<file path="src/rtl/load_inst_encoder.sv">
// Encodes tile descriptors into 128-bit VTA LOAD instructions, splitting tall
// tiles into MAX_Y-row chunks with SRAM/DRAM offsets advanced per chunk.
module load_inst_encoder #(
  parameter int MAX_Y = 64
) (
  input  logic         clock,
  input  logic         reset_n,
  input  logic         io_desc_valid,
  output logic         io_desc_ready,
  input  logic [2:0]   io_desc_id,
  input  logic [15:0]  io_desc_sram,
  input  logic [31:0]  io_desc_dram,
  input  logic [15:0]  io_desc_ysize,
  input  logic [15:0]  io_desc_xsize,
  input  logic [15:0]  io_desc_xstride,
  input  logic [3:0]   io_desc_ypad0,
  input  logic [3:0]   io_desc_ypad1,
  input  logic [3:0]   io_desc_xpad0,
  input  logic [3:0]   io_desc_xpad1,
  input  logic         io_desc_pop_prev,
  input  logic         io_desc_pop_next,
  input  logic         io_desc_push_prev,
  input  logic         io_desc_push_next,
  output logic         io_inst_valid,
  input  logic         io_inst_ready,
  output logic [127:0] io_inst,
  output logic         io_busy
);

  localparam logic [0:0] IDLE = 1'b0;
  localparam logic [0:0] EMIT = 1'b1;
  localparam logic [15:0] MAX_Y_W = 16'(MAX_Y);

  logic [0:0]   state;
  logic [127:0] inst_q;
  logic         valid_q, last_q;
  logic [15:0]  rem_q, sram_q;
  logic [31:0]  dram_q;
  logic [2:0]   d_id;
  logic [15:0]  d_ysize, d_xsize, d_xstride;
  logic [3:0]   d_ypad0, d_ypad1, d_xpad0, d_xpad1;
  logic [3:0]   d_flags;

  logic         s_first;
  logic [15:0]  s_rem, s_sram, s_ysize, s_xsize, s_xstride;
  logic [31:0]  s_dram;
  logic [2:0]   s_id;
  logic [3:0]   s_ypad0, s_ypad1, s_xpad0, s_xpad1, s_flags;

  logic [15:0]  c, rows, pitch, sram_step, ysz;
  logic [31:0]  dram_step;
  logic         is_last;
  logic [3:0]   o_ypad0, o_ypad1;
  logic [127:0] chunk;

  logic accept, inst_fire;
  assign accept    = (state == IDLE) && io_desc_valid;
  assign inst_fire = (state == EMIT) && valid_q && io_inst_ready;

  // Chunk source: live descriptor when accepting, latched copy when advancing.
  always_comb begin
    if (state == IDLE) begin
      s_first   = 1'b1;
      s_rem     = io_desc_ysize;
      s_sram    = io_desc_sram;
      s_dram    = io_desc_dram;
      s_id      = io_desc_id;
      s_ysize   = io_desc_ysize;
      s_xsize   = io_desc_xsize;
      s_xstride = io_desc_xstride;
      s_ypad0   = io_desc_ypad0;
      s_ypad1   = io_desc_ypad1;
      s_xpad0   = io_desc_xpad0;
      s_xpad1   = io_desc_xpad1;
      s_flags   = {io_desc_push_next, io_desc_push_prev, io_desc_pop_next, io_desc_pop_prev};
    end else begin
      s_first   = 1'b0;
      s_rem     = rem_q;
      s_sram    = sram_q;
      s_dram    = dram_q;
      s_id      = d_id;
      s_ysize   = d_ysize;
      s_xsize   = d_xsize;
      s_xstride = d_xstride;
      s_ypad0   = d_ypad0;
      s_ypad1   = d_ypad1;
      s_xpad0   = d_xpad0;
      s_xpad1   = d_xpad1;
      s_flags   = d_flags;
    end
  end

  assign c       = (s_rem > MAX_Y_W) ? MAX_Y_W : s_rem;
  assign is_last = (s_xsize == 16'd0) || (s_rem <= MAX_Y_W);
  assign ysz     = (s_xsize == 16'd0) ? s_ysize : c;
  assign o_ypad0 = s_first ? s_ypad0 : 4'd0;
  assign o_ypad1 = is_last ? s_ypad1 : 4'd0;

  // Only the low 16/32 bits of each product survive the wrap, so operands
  // truncated to the result width give the same answer as full-width math.
  assign rows      = c + {12'd0, o_ypad0};
  assign pitch     = s_xsize + {12'd0, s_xpad0} + {12'd0, s_xpad1};
  assign sram_step = rows * pitch;
  assign dram_step = 32'(c) * 32'(s_xstride);

  assign chunk = {s_xpad1, s_xpad0, o_ypad1, o_ypad0, s_xstride, s_xsize, ysz,
                  6'd0, s_dram, s_sram, s_id,
                  s_flags[3] & is_last, s_flags[2] & is_last,
                  s_flags[1] & s_first, s_flags[0] & s_first, 3'd0};

  always_ff @(posedge clock or negedge reset_n) begin
    if (!reset_n) begin
      state     <= IDLE;
      inst_q    <= '0;
      valid_q   <= 1'b0;
      last_q    <= 1'b0;
      rem_q     <= '0;
      sram_q    <= '0;
      dram_q    <= '0;
      d_id      <= '0;
      d_ysize   <= '0;
      d_xsize   <= '0;
      d_xstride <= '0;
      d_ypad0   <= '0;
      d_ypad1   <= '0;
      d_xpad0   <= '0;
      d_xpad1   <= '0;
      d_flags   <= '0;
    end else if (accept || (inst_fire && !last_q)) begin
      if (accept) begin
        d_id      <= io_desc_id;
        d_ysize   <= io_desc_ysize;
        d_xsize   <= io_desc_xsize;
        d_xstride <= io_desc_xstride;
        d_ypad0   <= io_desc_ypad0;
        d_ypad1   <= io_desc_ypad1;
        d_xpad0   <= io_desc_xpad0;
        d_xpad1   <= io_desc_xpad1;
        d_flags   <= s_flags;
      end
      state   <= EMIT;
      inst_q  <= chunk;
      valid_q <= 1'b1;
      last_q  <= is_last;
      rem_q   <= s_rem - c;
      sram_q  <= s_sram + sram_step;
      dram_q  <= s_dram + dram_step;
    end else if (inst_fire) begin
      state   <= IDLE;
      valid_q <= 1'b0;
    end
  end

  assign io_inst       = inst_q;
  assign io_inst_valid = valid_q;
  assign io_desc_ready = (state == IDLE);
  assign io_busy       = (state != IDLE);

endmodule

</file>
<file path="config.mk">
export PLATFORM = sky130hd
export DESIGN_NAME = load_inst_encoder
export DESIGN_NICKNAME = d
export VERILOG_FILES = /design/src/rtl/load_inst_encoder.sv
export SDC_FILE = /design/constraint.sdc
export NUM_CORES = 1
export LEC_CHECK = 0
export ABC_AREA = 1
export BUFFER_PORTS_ARGS = -buffer_cell sky130_fd_sc_hd__buf_2
export CORE_UTILIZATION = 56
export CTS_BUF_LIST = sky130_fd_sc_hd__clkbuf_8
export DETAILED_ROUTE_END_ITERATION = 7
export GPL_ROUTABILITY_DRIVEN = 0
export PLACE_DENSITY = 0.79
export RECOVER_POWER = 50
export SYNTH_ARGS = -nofsm -noshare
export SYNTH_HDL_FRONTEND = slang
export SYNTH_SLANG_ARGS = --single-unit
</file>
<file path="constraint.sdc">
create_clock -name clock -period 8 [get_ports clock]
set_input_delay 1.6 -clock clock [delete_from_list [all_inputs] [get_ports clock]]
set_output_delay 1.6 -clock clock [all_outputs]
set_load 0.02 [all_outputs]
</file>
# Word-level counts from Yosys, hierarchy flattened
# Cells that the tools add are included.
# W data, S select, Z words.
# word_totals
output_inout_bits,131
reg_bits,252
wordCells,56
in_bits,123
# classes
reduce_logical,9
n_bitwise,5
order_cmp,2
addsub,6
n_mul,2
mux,18
# ops
operator,count
$mux W16,7
$add A16 B4 Y16,3
$add A32 B32 Y32,1
$mul A16 B16 Y32,1
$mux W32,1
$mux W4,6
$add A16 B16 Y16,1
$gt A16 B7 Y1 const B,1
$le A16 B7 Y1 const B,1
$logic_not A16 Y1,1
$mul A16 B16 Y16,1
$sub A16 B16 Y16,1
$and A1 B1 Y1,4
$logic_and A1 B1 Y1,3
$mux W1,3
$mux W3,1
$logic_or A1 B1 Y1,2
$reduce_and A2 Y1,1
$reduce_bool A2 Y1,1
$logic_not A1 Y1,1
$not A1 Y1,1

# Longest topological paths before layout
# Gate-level depths: netlist (run 1).
# logic_depth
ltp_word,6
ltp_mapped,46
mapped_depth_nobuf,43

# Least setup slack after synthesis (run 1)
# OpenSTA, ideal clock, no wires.
# synth_timing
path_kind,input port to flip-flop
from,input io_desc_ysize[7]
to,register sram_q[15]
setup_time_ns,0.117
stages,43
n_path_buf,2
t_arrival_ns,8.068
t_required_ns,7.883
slack_ns,-0.185
cell_sequence,inv_1 > o21ai_1 > nor2_4 > nand3_1 > nor2_4 > nand2_2 > buf_6 > nor2_1 > clkbuf_1 > ha_1 > a21oi_1 > nand2_1 > nand2_1 > nand2_1 > nand3_1 > nand2_2 > inv_1 > nor2_1 > [... 7 more ...] > inv_1 > fa_1 > inv_1 > fa_1 > inv_1 > ha_1 > nand2_1 > nor2_1 > nand2_1 > o211ai_1 > a31oi_1 > inv_1 > nand2_1 > nand2_1 > nand2_1 > nand2_1 > nand2_1 > nand2_1
# synth_between
elab_chain_cells,6
# synth_lines
element,line_no,text
from (decl),13,"input logic [15:0] io_desc_ysize,"
$mux W16 (*),62,if (state == IDLE) begin
$gt A16 B7 Y1,93,assign c = (s_rem > MAX_Y_W) ? MAX_Y_W : s_rem;
$mux W16 (*),93,
$add A16 B4 Y16 (*),101,"assign rows = c + {12'd0, o_ypad0};"
$mul A16 B16 Y16 (*),103,assign sram_step = rows * pitch;
$add A16 B16 Y16 (*),146,sram_q <= s_sram + sram_step;
to (signal assigned),146,
to (decl),37,"logic [15:0] rem_q, sram_q;"
# Mark *: on every way between the ends. The rest lies on a longest branch, timed or not.
# A chain may end at the register's enable or synchronous reset.

# Final worst setup path (run 1)
# layout_timing
from,input io_desc_ysize[13]
to,register sram_q[15]
# The elaborated chain is that of the path after synthesis.

==> metrics.md, run 1 <==
| Metric | Value |
|---|---|
| Largest net degree at the start of global routing | roughly 170 |
| Overflow after GRT | 0 |
| Final Util | 0.680 |
| Failing checks | capacitance limit, slew limit |
| RSZ-0062 raised after global routing | true |
| Final wirelength | between 60000 and 70000 um |
| Area growth, synth to finish | 20.0% |
| Post-placement cell area | roughly 28000 um2 |
| Multi-input gate area | between 15000 and 20000 um2 |
| FF+latch count, synth | 250 |
| Hold path depth | 2 |
| CTS tree | built |
| Layout fillers | approximately 3400 |
| Avg WL per Cell | approximately 16 um |
| Core Region | 43000 um2 |
| Clk_skew | ~47 ps |
| Boundary pin count | between 200 and 300 |
| Initial Util | 0.566 |
| Synth Flop Type | dfrtp_1 |
| Cell area after layout | 29200 um2 |
| Worst setup SP type | input pin |
| Via/cell ratio | 5.09 |
| WP buf/inv | 7 |
| FF-to-FF End | sram_q[15] |
| Max Clk Rate | between 100 and 150 MHz |
| Tightest Pin Transition | about 4400 ps |
| Post-Syn Instances | between 2000 and 3000 |
| Nets | 4039 |
| Final Hold Fails | 0 |
| Finish-stage setup viols | 0 |
| Detailed Route Iter0 Violations | between 1000 and 1500 |
| Post-Syn Area | between 20000 and 25000 um2 |
| # rows | between 70 and 80 |
| Fin crit share | 0.963 |
| Slew Limit Fails | around 190 |
| DR DRC count | 0 |
| Top cell type's share of synthesized area | 0.267 |
| HPWL Detailed | 49700 um |
| H-tree Lvls | 2 |
| Crit-path max FO | 8 |
| Die width | 210 um |
| Relative slew slack | -1.96 |
| Worst Path Required | ~8500 ps |
| Dominant cells by area after synthesis | fa_1 (27%), dfrtp_1 (26%), nand2_1 (9.7%) |
| Worst-path cell with the longest stage delay | fa_1 |
| Max cap viols | 3 |
| Clk root buf | clkbuf_8 |
| Clk sinks | 250 |
| Port bufs | 244 |
| Via count | approximately 21000 |
| First-pass GRT wire length | a little over 100000 um |
| Hold crit path type | reg -> reg |
| Period minus WS final | 7700 ps |
| Hold wc startpoint | io_inst[13] |
| # placed instances | around 4000 |
| Hold EP | io_inst[13] |
| Status | finished with violations |
| R2r setup slk | approximately 450 ps |
| CP Capture Type | flip-flop |
| Vias in the first global route | ~21000 |
| Worst-Skew Late Latency | about 640 ps |
| Yosys Warn Count | 0 |
| Async SR Flop Fraction | 1.00 |
| Setup CP Type | in -> reg |
| Maximum clock insertion buffer count | 3 |
| Critical path arrival | ~8000 ps |
| Final std cells w/o fill | 4060 |
| Post-synthesis sequential area ratio | 0.257 |
| Most frequent cells in the layout | nand2_1 (629), inv_1 (626), fa_1 (324) |
| Setup TNS | 0 ps |
| Die extent in y | between 200 and 250 um |
| TritonRoute pass-1 iters | 6 |
| Worst r2r src | io_inst_valid |
| Unique cell type count in the Yosys netlist | 46 |
| Worst path max stage delay | 560 ps |
| DIE AREA | around 44000 um2 |
| GRT Total Usage | 0.292 |
| Antenna viol nets, final | 0 |
| Hold buffer count at cts | 0 |
| Commonest non-fill, non-tap cell in the layout | nand2_1 |
| CTS buffer count | 45 |
| CP dominant cell by count | nand2_1 |
| Cell taking the most area after synthesis | fa_1 |
| Syn avg cell area | ~8.6 um2 |
| Antenna violations before repair | 13 |
| CP delay by family, top | adder cells |
| Worst R2R Path Depth | 39 |
| Number of synthesized flops with an enable pin | 0 |
| Fraction of layout instances using a drive strength above 1 | 0.183 |
| Clk slew on worst S/H paths | approximately 60 ps |
| Seq. cell area | 6260 um2 |
-- worst min-delay path: cells and delay by family, from the launching register on --
family,cells,cell delay [ps]
simple gates,1,50
compound gates,1,60
flops,1,330
-- layer usage --
layer / vias to the layer above / wire, um / GRT usage
li1: 9621 / - / -
met1: 10100 / 24700 / 0.357
met2: 756 / 31800 / 0.501
met3: 201 / 3900 / 0.0502
met4: 0 / 2860 / 0.144
met5: - / 0 / 0
-- registers in the layout, indices dropped and copies added, names as in the netlist, 4 cells and up --
name	cells
d_xpad0	4
d_xpad1	4
d_xsize	16
d_xstride	16
d_ypad1	4
d_ysize	16
dram_q	32
io_inst	119
rem_q	16
sram_q	16
-- final cells by class --
type,instances,area share
tap,585,0.0251
multi-input combinational,2068,0.553
timing repair buffer,442,0.0942
antenna,13,0.00111
sequential,250,0.214
clock buffer,58,0.0273
clock inverter,20,0.00514
inverter,624,0.0803
-- what timing repair did --
item | in CTS | in global routing
gates resized for setup | 0 | 45
buffers inserted | 0 | 5
endpoints found under the setup margin | 0 | 18
-- cell usage after synthesis, types with 31 or more instances --
library cell  instances
a21oi_1              47
clkbuf_1             60
dfrtp_1             250
fa_1                325
ha_1                160
inv_1               618
mux2_2               43
nand2_1             632
nand3_1              73
nor2_1              170
o21ai_0             222
or2_2                31
-- how the worst max path moves through the flow --
stage | end | startpoint | cells after the start | slack [ps]
3_5_place_dp | sram_q[15] | io_desc_xpad1[1] | 34 | -540
6_report | sram_q[15] | io_desc_ysize[13] | 38 | 300
2_1_floorplan | sram_q[15] | io_desc_ysize[7] | 41 | 3
4_1_cts | sram_q[15] | io_inst_valid | 41 | 100
5_1_grt | sram_q[15] | io_desc_ysize[10] | 41 | -100
3_3_place_gp | dram_q[31] | io_desc_ysize[13] | 30 | -400
-- logic make-up after synthesis --
family                   synth area share
multiplexers                       0.0322
adder cells (fa/ha/maj)             0.350
AND/OR/NAND/NOR                     0.158
flip-flops                          0.257
AO/OA/AOI/OAI                      0.0709
XOR/XNOR                           0.0176
buffers and inverters               0.114
other                            0.000309
-- per-stage QoR --
step	worst slack (ps)	hold slack, ps
3_3_place_gp	-396	449
5_1_grt	-101	490
2_1_floorplan	3.13	448
3_5_place_dp	-542	460
6_report	295	474
4_1_cts	96.7	479
Power of run 1 is not shown: default switching activity piles up to over one toggle a cycle in this logic, so the estimate is an artifact.
==> inputs of run 2 (changes only) <==
--- a/config.mk
+++ b/config.mk
@@ -7,11 +7,11 @@
 export LEC_CHECK = 0
 export ABC_AREA = 1
 export BUFFER_PORTS_ARGS = -buffer_cell sky130_fd_sc_hd__buf_2
-export CORE_UTILIZATION = 56
+export CORE_UTILIZATION = 61
 export CTS_BUF_LIST = sky130_fd_sc_hd__clkbuf_8
 export DETAILED_ROUTE_END_ITERATION = 7
 export GPL_ROUTABILITY_DRIVEN = 0
-export PLACE_DENSITY = 0.79
+export PLACE_DENSITY = 0.82
 export RECOVER_POWER = 50
 export SYNTH_ARGS = -nofsm -noshare
 export SYNTH_HDL_FRONTEND = slang
==> constraint.sdc (replaced) <==
create_clock -name clock -period 8.7 [get_ports clock]
set_input_delay 1.74 -clock clock [delete_from_list [all_inputs] [get_ports clock]]
set_output_delay 1.74 -clock clock [all_outputs]
set_load 0.02 [all_outputs]
==> metrics.md, run 2 (synthesis results as in run 1) <==
| Metric | Value |
|---|---|
| Area growth, synth to finish | 15.1% |
| CTS buffer count | 44 |
| Setup Fix Bufs, Post-CTS | 0 |
| Avg WL per Cell | 16.7 um |
| Crit-path max FO | 8 |
| Die width | about 200 um |
| CP delay by family, top | adder cells |
| Worst-Skew Late Latency | between 600 and 700 ps |
| Max cap viols | 3 |
| Failing checks | capacitance limit, slew limit |
| Number of flip-flops in the largest register | about 120 |
| Port bufs | about 240 |
| Antenna violations before repair | 1 |
| WP buf/inv | 7 |
| Overflow after GRT | 0 |
| CTS resizes | 0 |
| Global Route met3 Usage | 0.0569 |
| First-pass GRT wire length | approximately 110000 um |
| Setup TNS | 0 ps |
| Met2 usage | 0.552 |
| H-tree Lvls | 2 |
| GRT met1 Usage | 0.440 |
| Setup CP Type | in -> reg |
| Initial Util | 0.624 |
| Worst path max stage delay | roughly 530 ps |
| CP dominant cell by count | nand2_1 |
| Slew Limit Fails | 234 |
| DR DRC count | 0 |
| Maximum clock insertion buffer count | 3 |
| Grt peak-use layer | met2 |
| Via count | 20500 |
| Clk_skew | around 47 ps |
| CTS tree | built |
| Boundary pin count | 254 |
| Nets | 3933 |
| Detailed Route Iter0 Violations | ~1600 |
| Fin crit share | 0.951 |
| Final Hold Fails | 0 |
| Fraction of layout instances using a drive strength above 1 | 0.137 |
| Largest net degree at the start of global routing | approximately 110 |
| CP Capture Type | flip-flop |
| Final wirelength | ~65000 um |
| Worst Path Required | about 9200 ps |
| Final WS setup | between 400 and 500 ps |
| Commonest non-fill, non-tap cell in the layout | inv_1 |
| Most frequent cells in the layout | inv_1 (633), nand2_1 (632), fa_1 (325) |
| Worst-path cell with the longest stage delay | fa_1 |
| Antenna viol nets, final | 0 |
| Tightest Pin Transition | ~5900 ps |
| Via/cell ratio | between 5 and 6 |
| Hold buffer count at cts | 0 |
| Layout fillers | around 2800 |
| Hold crit path type | reg -> reg |
| # rows | ~70 |
| Max Clk Rate | ~120 MHz |
| Pre-CTS setup slack | -148 ps |
| GRT Total Usage | 0.335 |
| TritonRoute pass-1 iters | 8 |
| RSZ-0062 raised after global routing | false |
| Status | finished with violations |
| HPWL Detailed | a little over 50000 um |
| Core Region | 39000 um2 |
| Clk sinks | 250 |
| Finish-stage setup viols | 0 |
| Vias in the first global route | 21800 |
| Die extent in y | between 200 and 250 um |
| Final Util | 0.718 |
| Clk root buf | clkbuf_8 |
| Worst setup SP type | input pin |
| Clk slew on worst S/H paths | 60 ps |
| Period minus WS final | 8280 ps |
| Critical path arrival | around 8800 ps |
| DIE AREA | about 41000 um2 |
| Relative slew slack | -2.96 |
[run 2: cell count changes in the layout (fill, tap and decap cells not counted), sizes merged]
cell | previous run | this run
clkbuf | 62 | 93
diode | 13 | 2
clkinv | 10 | 11
inv | 632 | 638
buf | 438 | 296
bufinv | 2 | 1
[run 2: final timing paths]
kind	start	depth (start not counted)	slack [ps]	to
max	io_desc_ysize[13]	37	420	sram_q[15]
min	io_inst[3]	2	470	io_inst[3]
max reg2reg	io_inst_valid	39	510	sram_q[15]
min reg2reg	io_inst[3]	2	470	io_inst[3]
max in group asynchronous	reset_n	2	1550	io_inst[55]
min in group asynchronous	reset_n	1	3280	d_xstride[5]
[run 2: layer usage]
layer	part of all wire	up-vias
met5	0	-
li1	-	9383
met1	0.40	10000
met4	0.040	0
met2	0.48	910
met3	0.079	198
[run 2: tightest hold or removal path, stage by stage (launching register included)]
cell and delay (ps):
dfrtp_1 340, nand2_1 50, nand2_1 50
[run 2: cell type report]
| cell class | count | area [um2] | share of cell area |
|---|---|---|---|
| Timing Repair Buffer | 337 | 1880 | 0.0671 |
| Clock buffer | 52 | 716 | 0.0255 |
| Antenna cell | 2 | 5.00 | 0.000179 |
| Multi-Input combinational cell | 2068 | 16000 | 0.571 |
| Sequential cell | 250 | 6260 | 0.223 |
| Inverter | 624 | 2340 | 0.0836 |
| Tap cell | 518 | 648 | 0.0231 |
| Clock inverter | 26 | 159 | 0.00567 |
[run 2: per-stage QoR]
step	instances	hold WS, ps	instance area (um2)
CTS	3875	469	28100
detailed placement	3797	455	27200
global placement	3797	451	27200
global route	3875	499	28000
finish	3877	472	28000
floorplan	3035	448	25000
Power of run 2 is left out for the same reason.
